### config.mk
export PLATFORM = sky130hd
export DESIGN_NAME = led_bank_arbiter
export DESIGN_NICKNAME = d
export VERILOG_FILES = /design/src/rtl/led_arb_pkg.sv /design/src/rtl/rr_pick.sv /design/src/rtl/led_bank_arbiter.sv
export SDC_FILE = /design/constraint.sdc
export NUM_CORES = 1
export LEC_CHECK = 0
export ABC_AREA = 1
export CORE_UTILIZATION = 46
export CTS_CLUSTER_DIAMETER = 100
export DETAILED_ROUTE_END_ITERATION = 8
export PLACE_DENSITY = 0.77
export SYNTH_ARGS = -nofsm -noshare
export SYNTH_HDL_FRONTEND = slang
export SYNTH_SLANG_ARGS = --single-unit
export TNS_END_PERCENT = 20
### constraint.sdc
create_clock -name clk -period 2.5 [get_ports clk]
set_clock_uncertainty 0.15 [all_clocks]
set_input_delay 0.625 -clock clk [delete_from_list [all_inputs] [get_ports clk]]
set_output_delay 0.625 -clock clk [all_outputs]
set_load 0.05 [all_outputs]
### src/rtl/led_arb_pkg.sv
// Purpose : shared constants and state encoding for the LED bank arbiter.
// Latency : n/a (declarations only).
// Backpressure: n/a.
// Contents: FSM state type, dwell constants for 100 MHz hardware and for simulation.
package led_arb_pkg;

    typedef enum logic {
        ST_IDLE = 1'b0,
        ST_HOLD = 1'b1
    } state_t;

    // 0.5 s at 100 MHz.
    localparam int DWELL_100MHZ = 50_000_000;

    // Short dwell so simulations rotate quickly.
    localparam int DWELL_SIM = 4;

endpackage

### src/rtl/rr_pick.sv
// Purpose : combinational round-robin pick; first set request searching cyclically from i_ptr.
// Latency : 0 cycles (pure combinational).
// Backpressure: none; o_vld low when no request is set.
// Ports   : i_req[N_REQ] requests, i_ptr search start, o_idx winner index, o_vld winner exists.
module rr_pick
    import led_arb_pkg::*;
#(
    parameter int N_REQ = 4,
    parameter int PW    = (N_REQ > 1) ? $clog2(N_REQ) : 1
) (
    input  logic [N_REQ-1:0] i_req,
    input  logic [PW-1:0]    i_ptr,
    output logic [PW-1:0]    o_idx,
    output logic             o_vld
);

    logic [2*N_REQ-1:0] w_req2;
    logic [N_REQ-1:0]   w_rot;
    logic [PW-1:0]      w_off;
    logic               w_any;
    logic [PW:0]        w_sum;

    // Rotate so that bit 0 of w_rot corresponds to requester i_ptr.
    assign w_req2 = {i_req, i_req};
    assign w_rot  = N_REQ'(w_req2 >> i_ptr);

    // Lowest set offset wins; iterate downward so the smallest offset is written last.
    always_comb begin
        w_any = 1'b0;
        w_off = '0;
        for (int k = N_REQ - 1; k >= 0; k--) begin
            if (w_rot[k]) begin
                w_any = 1'b1;
                w_off = PW'(k);
            end
        end
    end

    // Map the offset back to an absolute index, modulo N_REQ.
    assign w_sum = {1'b0, i_ptr} + {1'b0, w_off};
    assign o_idx = (w_sum >= (PW+1)'(N_REQ)) ? PW'(w_sum - (PW+1)'(N_REQ)) : w_sum[PW-1:0];
    assign o_vld = w_any;

endmodule

### src/rtl/led_bank_arbiter.sv
// Purpose : round-robin share of the LED bank among N_REQ demo units, fixed dwell per grant.
// Latency : 1 cycle req->grant/led; 1 cycle data->led while holding.
// Backpressure: none; holder keeps the bank until dwell expiry or it drops req, others wait.
// Ports   : clk, rst (sync, active-high), req[N_REQ], data[N_REQ*W] -> led[W], grant[N_REQ], busy.
module led_bank_arbiter
    import led_arb_pkg::*;
#(
    parameter int N_REQ = 4,
    parameter int W     = 16,
    parameter int DWELL = DWELL_100MHZ
) (
    input  logic               clk,
    input  logic               rst,
    input  logic [N_REQ-1:0]   req,
    input  logic [N_REQ*W-1:0] data,
    output logic [W-1:0]       led,
    output logic [N_REQ-1:0]   grant,
    output logic               busy
);

    localparam int PW = (N_REQ > 1) ? $clog2(N_REQ) : 1;
    localparam int TW = (DWELL > 1) ? $clog2(DWELL + 1) : 1;

    state_t           r_state;
    logic [TW-1:0]    r_timer;
    logic [PW-1:0]    r_cur;
    logic [PW-1:0]    r_ptr;
    logic [W-1:0]     r_led;
    logic [N_REQ-1:0] r_grant;
    logic             r_busy;

    logic [W-1:0]     w_data [N_REQ];
    logic [PW-1:0]    w_win;
    logic             w_win_vld;
    logic             w_event;

    for (genvar g = 0; g < N_REQ; g++) begin : g_data
        assign w_data[g] = data[g*W +: W];
    end

    rr_pick #(
        .N_REQ (N_REQ),
        .PW    (PW)
    ) u_pick (
        .i_req (req),
        .i_ptr (r_ptr),
        .o_idx (w_win),
        .o_vld (w_win_vld)
    );

    // Arbitrate when idle with any request, or when holding and the dwell expires or the holder leaves.
    assign w_event = (r_state == ST_IDLE) ? (|req)
                   : ((r_timer == TW'(DWELL - 1)) || !req[r_cur]);

    always_ff @(posedge clk) begin
        if (rst) begin
            r_state <= ST_IDLE;
            r_timer <= '0;
            r_cur   <= '0;
            r_ptr   <= '0;
            r_led   <= '0;
            r_grant <= '0;
            r_busy  <= 1'b0;
        end else if (w_event) begin
            r_timer <= '0;
            if (w_win_vld) begin
                r_state <= ST_HOLD;
                r_cur   <= w_win;
                r_ptr   <= (w_win == PW'(N_REQ - 1)) ? '0 : w_win + PW'(1);
                r_grant <= N_REQ'(1) << w_win;
                r_led   <= w_data[w_win];
                r_busy  <= 1'b1;
            end else begin
                // Pointer is left alone so rotation resumes after the last holder.
                r_state <= ST_IDLE;
                r_grant <= '0;
                r_led   <= '0;
                r_busy  <= 1'b0;
            end
        end else if (r_state == ST_HOLD) begin
            r_timer <= r_timer + TW'(1);
            r_led   <= w_data[r_cur];
        end
    end

    assign led   = r_led;
    assign grant = r_grant;
    assign busy  = r_busy;

endmodule

**Yosys cells after proc, flatten, opt, wreduce, memory -nomap -nowiden**

Index checks and enable logic that the tools add are counted.

- $add $sub $neg: 4
- $lt $le $gt $ge: 4
- Equality and inequality tests: 2
- Shift operators: 2
- Muxes and demuxes: 24
- Bitwise logic cells: 2
- Reductions and logical operators: 6

Operator list:

| operator | count |
|---|---|
| 16-bit two-way mux | 7 |
| 16-bit binary-select mux with 2-bit select | 2 |
| 26-bit by 1-bit adder with 26-bit output, second input constant | 1 |
| 26-bit == test, second input constant | 1 |
| 2-bit two-way mux | 6 |
| 3-bit >= comparator, second input constant | 3 |
| 8-bit by 2-bit >> shifter with 4-bit output | 1 |
| 1-bit two-way mux | 7 |
| 2-bit NOT with 3-bit output | 2 |
| 4-bit two-way mux | 1 |
| 4-bit OR reduction | 1 |
| 1-bit by 2-bit << shifter with 4-bit output, first input constant | 1 |
| 2-bit by 2-bit adder with 3-bit output | 1 |
| 2-bit by 3-bit < comparator with 1-bit output, second input constant | 1 |
| 2-bit by 1-bit adder with 2-bit output, second input constant | 1 |
| 1-bit binary-select mux with 2-bit select | 1 |
| 2-bit == test, second input constant | 1 |
| 2-bit AND reduction | 1 |
| 2-bit nonzero test | 1 |
| 2-bit OR reduction | 1 |
| 2-bit by 1-bit subtractor with 2-bit output, second input constant | 1 |
| 1-bit logical NOT | 1 |
| 1-bit logical OR | 1 |

- Register bits: 51
- Input bits: 70
- Output and inout bits: 21
- Logic and storage cells: 50

**Logic depth before layout (Yosys ltp)**

Gate-level depths: netlist (run 1).

- Depth after elaboration: 14
- Mapped depth: 16
- Mapped depth without buffers: 15

**By module**

Synthesis (run 1) repeated with hierarchy kept, for this count alone.

- Cell total of the unflattened synthesis: 621
- Area total of the unflattened synthesis: 3,930.0 µm²

By module, submodules not included:

| module | instances | cells an instance | area an instance (µm²) | seq. area each (µm²) |
|---|---|---|---|---|
| led_bank_arbiter | 1 | 586 | 3,764.9 | 1,021.0 |
| rr_pick | 1 | 35 | 165.2 | 0.0 |

**Worst setup path after synthesis (run 1)**

OpenSTA, ideal clock, no wires.

- Path type: input to register
- Start point: input port req[1]
- End point: register r_ptr[1]
- Setup time: 0.119 ns
- Arrival time: 2.352 ns
- Data required time: 2.231 ns
- Slack: -0.121 ns
- Stages: 14
- Buffers on the path: 1
- Cells stage by stage: nand2_1 > nand3_1 > nand2_1 > nand3_1 > a21boi_0 > ha_1 > xor2_2 > inv_2 > nand3_4 > nand2_4 > buf_6 > ha_1 > o21ai_0 > a21oi_1

- Longest elaborated chain between the ends: 10
- Elaborated cells between the ends (all ways): 23
- Those cells by class: add/sub (3); order compare (1); eq/ne (1); shift (1); mux (13); reduce/logical (4)

RTL lines:

| what | RTL line | source |
|---|---|---|
| from (decl) | led_bank_arbiter.sv:14 | `input logic [N_REQ-1:0] req,` |
| 8-bit by 2-bit >> shifter with 4-bit output | rr_pick.sv:25 | `assign w_rot = N_REQ'(w_req2 >> i_ptr);` |
| 2-bit two-way mux (4 in series) | rr_pick.sv:32 | `if (w_rot[k]) begin` |
| 2-bit by 2-bit adder with 3-bit output | rr_pick.sv:40 | `assign w_sum = {1'b0, i_ptr} + {1'b0, w_off};` |
| 3-bit >= comparator / 2-bit by 1-bit subtractor with 2-bit output (equally long branches) | rr_pick.sv:41 | `assign o_idx = (w_sum >= (PW+1)'(N_REQ)) ? PW'(w_sum - (PW+1)'(N_REQ)) : w_sum[PW-1:0];` |
| 2-bit two-way mux | rr_pick.sv:41 |  |
| 2-bit by 1-bit adder with 2-bit output / 2-bit == test (equally long branches) | led_bank_arbiter.sv:69 | `r_ptr <= (w_win == PW'(N_REQ - 1)) ? '0 : w_win + PW'(1);` |
| 2-bit two-way mux | led_bank_arbiter.sv:69 |  |
| to (signal assigned) | led_bank_arbiter.sv:69 |  |
| to (decl) | led_bank_arbiter.sv:27 | `logic [PW-1:0] r_ptr;` |

Several ways; a longest one is shown, not always the timed one. The select of a mux whose other input is x is not followed.
A chain may end at the register's enable or synchronous reset.

**Worst setup path after layout (run 1)**

- Start point: input port req[2]
- End point: register r_ptr[1]

Same word-level chain as after synthesis.

==> impl_metrics.py, run 1 <==
metrics = {
    "run_status": {
        "status": "finished, final reports clean",
    },
    "setup_path": {
        "crit_required_ns": 2.60,
        "cp.arrival_ns": 2.53,
        "critPathKind": "in -> reg",
        "r2r_start": "r_ptr[0]",
        "crit_fanout": 6,
        "critPathMaxStageDelay_ns": 0.26,
        "path_common_cell": "nand2_1",
        "endpoint_kind": "register",
        "cp-start-kind": "input pin",
        "r2r_cells": 14,
        "crit_family": "simple AND/OR/NAND/NOR gates",
        "critPathBufInv": 2,
        "r2r_end": "r_ptr[1]",
        "crit_chain": "dlygate4sd2_1 -> nand2_1 -> nand3_1 -> nand2_1 -> nand3_2 -> a21boi_2 -> ha_2 -> xor2_4 -> inv_2 -> nand3_4 -> nand2_8 -> ha_4 -> o21ai_1 -> a21oi_1",
        "cp_slowest_cell": "dlygate4sd2_1",
        "regToRegSetupSlack_ns": 0.11,
    },
    "clocking": {
        "worstSkewPairLatency_ns": 0.32,
        "cts_tree": "built",
        "numCtsBuffers": 5,
        "cts-root-buf": "clkbuf_8",
        "clk_pin_slew_ns": 0.10,
        "htree_levels": 2,
        "cts.sinks": 51,
        "clk_path_buf_depth": 2,
    },
    "floorplanning": {
        "dieArea_sq_um": 8930,
        "start_util": 0.477,
        "fp.dieH_microns": 94.5,
        "die_w_microns": 94.5,
        "coreArea_sq_um": 8260,
        "rows": 33,
        "io_pins": 91,
    },
    "global_route": {
        "met1_usage": 0.334,
        "grt_pass1_vias": 4164,
        "grt_busiest_layer": "met2",
        "use_met2": 0.459,
        "grt.total_usage": 0.262,
        "grt_pass1_wl_microns": 18700,
        "antenna_found_initial": 0,
        "globalRouteMet3Util": 0.0314,
        "grt_max_degree": 66,
        "grt_overflow": 0,
    },
    "yosys": {
        "syn_area_sq_um": 3940,
        "ys.flop_type": "dfxtp_1",
        "yosys.area_share.simple": 0.367,
        "synth_cells": 618,
        "yosysSeqAreaShare": 0.259,
        "synth_top_family_by_area": "simple AND/OR/NAND/NOR gates",
        "avgSynthCellArea_sq_um": 6.37,
        "muxShareOfSynthArea": 0,
        "synth-edff-count": 0,
        "syn-num-nets": 692,
        "ys_warn_count": 0,
        "async_reset_ff_frac": 0,
        "synthXorXnorAreaFrac": 0.0375,
        "ys_ff_latch": 51,
        "synth.distinct_cells": 42,
        "synthAdderAreaFrac": 0.0127,
        "synth-compound-area-share": 0.211,
    },
    "drt": {
        "wirelength_microns": 11400,
        "drc_errors": 0,
        "viasPerCell": 5.42,
        "drtIter0Drc": 306,
        "ant_nets": 0,
        "vias": 4421,
        "firstDrtPassIters": 5,
        "wl_per_cell_microns": 14.0,
    },
    "timing": {
        "fmaxAchievable_mhz": 410,
        "hold_viol_final": 0,
        "period_needed_ns": 2.44,
        "max-slew-margin-rel": 0.628,
        "final_max_slew_viol_count": 0,
        "layout_setup_ws_ns": 0.0607,
        "setup-violations-final": 0,
        "min_period_over_period": 0.976,
        "tightest_slew_ns": 0.557,
        "whs_ns": 0.343,
    },
    "hold_path": {
        "holdPathStages": 2,
        "min-delay-start": "grant[3]",
        "hp-class": "reg -> reg",
        "min_to": "grant[3]",
    },
    "layout": {
        "num-fill-cells": 776,
        "drive_gt1_frac": 0.150,
        "diodes": 0,
        "nets": 784,
        "synthToLayoutAreaGrowth_pct": 32.8,
    },
    "job": {
        "drv_cap": 0,
    },
    "placed_design": {
        "numPortBuffers": 90,
        "dpl.hpwl_microns": 8280,
        "place_ws_ns": -0.486,
        "place.gp.congestion": 0.871,
    },
    "power_and_ir_drop": {
        "power_density_nw_per_um2": 1120,
        "p_int_mw": 2.88,
        "power_frac_comb": 0.718,
        "clkPwrFrac": 0.090,
        "leakagePower_nw": 2.26,
        "netSwitchingPower_mw": 2.98,
        "seqPwrFrac": 0.192,
        "power.share.switching": 0.508,
        "peakVddDrop_v": 0.000591,
    },
}
[repair_timing]
item / 4_1_cts / 5_1_grt
hold endpoints to repair: 0 / 0
pin swaps: 4 / 6
endpoints found under the setup margin: 23 / 19
setup buffers: 1 / 1
cloned: 0 / 1
hold buffers: 0 / 0
gates resized for setup: 6 / 7
[worst register-to-register path, cell delays in order (launching register included)]
cell	delay (ns)
dfxtp_2	0.44
inv_2	0.08
nand2_1	0.09
nand3_1	0.09
nand2_1	0.13
nand3_2	0.08
a21boi_2	0.15
ha_2	0.23
xor2_4	0.20
inv_2	0.07
nand3_4	0.10
nand2_8	0.09
ha_4	0.27
o21ai_1	0.05
a21oi_1	0.12
[how the worst max path moves through the flow]
stage,startpoint,slack (ns),to,cells past startpoint
3_3_place_gp,req[1],-0.35,r_ptr[1],14
2_1_floorplan,req[3],-0.02,led[15],13
5_1_grt,req[2],-0.04,led[2],15
4_1_cts,req[1],0.09,r_ptr[1],14
6_report,req[2],0.06,r_ptr[1],14
3_5_place_dp,req[2],-0.49,r_ptr[1],13
[cell families after synthesis]
family	after synthesis
XOR/XNOR	16
AO/OA/AOI/OAI	152
flip-flops	51
adder cells (fa/ha/maj)	4
buffers and inverters	105
AND/OR/NAND/NOR	290
[per-layer routing]
layer / wire length, microns / vias up
met1: 5120 / 2043
met4: 202 / 0
met3: 607 / 18
met2: 5470 / 159
li1: - / 2201
met5: 0 / -
[Yosys cell counts, drive strengths merged, types with 2 or more instances]
cell type / count / area, sq um
clkinv: 2 / 8.75
a21o: 2 / 15.0
o21ai: 84 / 420
clkbuf: 20 / 75.1
nor3: 7 / 51.3
inv: 72 / 270
a21oi: 63 / 375
xor2: 8 / 77.6
nand2: 155 / 622
nand3: 75 / 498
nor2: 40 / 168
nor4: 2 / 27.5
xnor2: 8 / 70.1
dfxtp: 51 / 1020
buf: 11 / 88.8
nand4: 5 / 37.5
ha: 4 / 50.1
or2: 4 / 25.0
[sequential cells by signal (all words and copies together) (netlist names)]
signal	flops
r_timer	26
led	16
grant	4
r_cur	2
r_ptr	2
busy	1
[placed cells by master, fill, tap and decap left out, types with 2 or more instances in the layout]
master | Yosys | layout
xnor2_1 | 8 | 8
nand3_2 | 17 | 18
buf_4 | 4 | 20
or2_2 | 3 | 3
o21ai_0 | 82 | 81
dlygate4sd2_1 | 0 | 3
nand3_1 | 55 | 54
ha_1 | 4 | 2
dfxtp_1 | 51 | 48
inv_2 | 6 | 6
clkbuf_8 | 0 | 6
a21oi_1 | 47 | 47
nand3_4 | 3 | 3
dfxtp_2 | 0 | 3
a21oi_2 | 16 | 16
buf_12 | 0 | 5
a21o_1 | 2 | 2
nand2_2 | 4 | 6
clkdlybuf4s50_1 | 0 | 86
inv_1 | 66 | 66
nand2_1 | 147 | 145
xor2_1 | 7 | 7
nor2_1 | 35 | 35
o21ai_1 | 2 | 3
nor3_1 | 5 | 5
nand4_1 | 4 | 4
nand2_4 | 4 | 3
nor2_2 | 4 | 4
[stage by stage]
| stage | utilization | setup TNS, ns | cells | cell area, sq um | power, mW |
|---|---|---|---|---|---|
| 2_1_floorplan | - | -0.142 | 618 | 3950 | 3.97 |
| 3_3_place_gp | 0.612 | -7.01 | 805 | 5060 | 5.03 |
| 3_5_place_dp | 0.612 | -9.92 | 805 | 5060 | 5.15 |
| 4_1_cts | 0.627 | 0 | 814 | 5170 | 5.70 |
| 5_1_grt | 0.633 | -0.167 | 816 | 5230 | 6.32 |
| 6_report | 0.633 | 0 | 816 | 5230 | 5.87 |
[layout make-up]
type                            instances  area [sq um]  share of cell area
Tap cell                              105           131              0.0251
Clock buffer                            6          82.6              0.0158
Clock inverter                          2          16.3             0.00311
Multi-Input combinational cell        462          2520               0.482
Inverter                               74           279              0.0534
Sequential cell                        51          1020               0.196
Timing Repair Buffer                  116          1170               0.224
[power groups by stage]
stage	sequential, mW	combinational [mW]	clock [mW]
final	1.13	4.21	0.526
after detailed placement	1.13	4.02	0
after global routing	1.14	4.61	0.566
after floorplan	1.53	2.44	0
after global placement	1.12	3.91	0
after CTS	1.12	4.06	0.527
Power figures use the tool's default switching activity.
==> run 2, diff against run 1 <==
SKIP_LAST_GASP = 1   (was not set)
==> results of run 2 <==
No change in the layout: final DEF, timing and power equal those of run 1.
==> run 3, diff against run 2 <==
CELL_PAD_IN_SITES_DETAIL_PLACEMENT = 0   (was not set)
CELL_PAD_IN_SITES_GLOBAL_PLACEMENT = 2   (was not set)
CORE_ASPECT_RATIO = 1.4   (was not set)
CORE_MARGIN = 1   (was not set)
CORE_UTILIZATION = 24   (was 46)
PLACE_DENSITY = not set   (was 0.77)
PLACE_DENSITY_LB_ADDON = 0.1   (was not set)
==> run 3 against run 2 <==
Compared with the run above:
- total power rose by 5.8%
- global-route usage decreased by 9.6 points
- clock power up 57%
- utilization is 30 points lower
- die area is 90% higher
- critical path type unchanged
- highest routed layer unchanged
==> impl_metrics.py, run 3 (synthesized netlist as in run 1, its figures left out) <==
metrics = {
    "setup_path": {
        "r2r_cells": 14,
        "cp-start-kind": "input pin",
        "crit_fanout": 4,
        "critPathKind": "in -> reg",
        "crit_required_ns": 2.53,
        "endpoint_kind": "register",
        "cp.arrival_ns": 2.45,
    },
    "clocking": {
        "clk_pin_slew_ns": 0.08,
        "cts-root-buf": "clkbuf_16",
        "clk_path_buf_depth": 2,
        "htree_levels": 2,
        "worstSkewPairLatency_ns": 0.30,
        "numCtsBuffers": 5,
        "cts.sinks": 51,
        "cts_tree": "built",
        "hold_buffers": 0,
    },
    "global_route": {
        "grt_pass1_vias": 4197,
        "grt_max_degree": 66,
        "grt.total_usage": 0.166,
        "antenna_found_initial": 0,
        "grt_pass1_wl_microns": 21600,
        "grt_overflow": 0,
    },
    "layout": {
        "largest_register_ffs": 26,
        "final_common_cell": "nand2_1",
        "regMostFlops": "r_timer",
        "nets": 786,
        "synthToLayoutAreaGrowth_pct": 37.8,
        "drive_gt1_frac": 0.149,
        "fin_util": 0.337,
        "mostFrequentLayoutCells": "147 x nand2_1, 85 x clkdlybuf4s50_1, 81 x o21ai_0",
        "fin_cells": 912,
        "num-fill-cells": 1825,
        "diodes": 0,
    },
    "job": {
        "drv_cap": 0,
    },
    "timing": {
        "tightest_slew_ns": 0.588,
        "period_needed_ns": 2.41,
        "hold_viol_final": 0,
        "layout_setup_ws_ns": 0.0865,
        "max-slew-margin-rel": 0.608,
        "fmaxAchievable_mhz": 414,
        "setup-violations-final": 0,
        "min_period_over_period": 0.965,
        "final_max_slew_viol_count": 0,
        "rsz0062_at_grt": "true",
    },
    "drt": {
        "wirelength_microns": 13600,
        "vias": 4214,
        "ant_nets": 0,
        "firstDrtPassIters": 4,
        "drc_errors": 0,
        "wl_per_cell_microns": 14.9,
        "drtIter0Drc": 177,
        "viasPerCell": 4.62,
    },
    "floorplanning": {
        "rows": 55,
        "die_w_microns": 110,
        "io_pins": 91,
        "coreArea_sq_um": 16100,
        "start_util": 0.245,
        "fp.dieH_microns": 154,
        "dieArea_sq_um": 16900,
    },
    "placed_design": {
        "dpl.hpwl_microns": 9860,
        "place_ws_ns": -0.492,
        "numPortBuffers": 90,
        "place.gp.congestion": 0.744,
        "place_inst": 901,
    },
    "power_and_ir_drop": {
        "power_density_nw_per_um2": 1140,
        "peakVddDrop_v": 0.000403,
        "leakagePower_nw": 2.30,
    },
    "run_status": {
        "status": "finished, final reports clean",
    },
    "hold_path": {
        "holdPathStages": 2,
        "hp-class": "reg -> reg",
    },
}
-- run 3: cell count changes in the layout (fill, tap and decap cells not counted), moves of 2 or more --
cell,change
buf_4,+3
clkbuf_16,+4
clkbuf_8,-6
nand2_1,+2
nand2_2,-2
-- run 3: area by class of cell --
type	instances	area (sq um)	area share
clock inverters	3	46.3	0.00854
clock buffers	5	125	0.0231
multi-input cells	462	2510	0.463
repair buffers	118	1190	0.219
flip-flops and latches	51	1020	0.189
well taps	199	249	0.0459
inverters	74	279	0.0514
-- run 3: final timing paths --
path                                from        to  slack (ns)
worst max-delay path              req[1]  r_ptr[1]        0.09
worst min-delay path            grant[3]  grant[3]        0.34
worst max register to register  r_ptr[0]  r_ptr[1]        0.14
worst min register to register  grant[3]  grant[3]        0.34
-- run 3: repair_timing --
item,in CTS,in global routing
buffers inserted,1,1
hold endpoints to repair,0,0
gates cloned,1,0
resized for setup,7,3
endpoints found under the setup margin,23,21
pin swaps,6,2
-- run 3: power by group --
| group | switching (mW) | internal [mW] |
|---|---|---|
| Sequential | 0.162 | 0.983 |
| Combinational | 2.58 | 1.65 |
| Clock | 0.351 | 0.477 |
| Total | 3.09 | 3.11 |
-- run 3: worst max-delay path, stage by stage --
cell and delay [ns]:
dlygate4sd2_1 0.26, nand2_1 0.09, nand3_1 0.08, nand2_1 0.10, nand3_1 0.09, a21boi_2 0.18
ha_4 0.17, xor2_4 0.16, buf_4 0.14, nand2_4 0.05, nand2_4 0.13, ha_4 0.21
o21ai_1 0.11, a21oi_1 0.05
-- run 3: routing by layer --
metal / wire length, microns / track usage / up-vias
met5: 0 / 0 / -
met2: 7040 / 0.305 / 96
li1: - / - / 2203
met1: 5680 / 0.187 / 1891
met4: 407 / 0.0652 / 0
met3: 460 / 0.0250 / 24
-- run 3: per-stage QoR --
stage	instance area [sq um]	total power, mW	TNS, ns	hold slack, ns
global route	5420	6.70	-0.0349	0.376
finish	5420	6.20	0	0.335
detailed placement	5190	5.26	-10.74	0.325
floorplan	3950	3.97	-0.142	0.302
global placement	5190	5.21	-9.45	0.318
CTS	5400	6.25	0	0.337
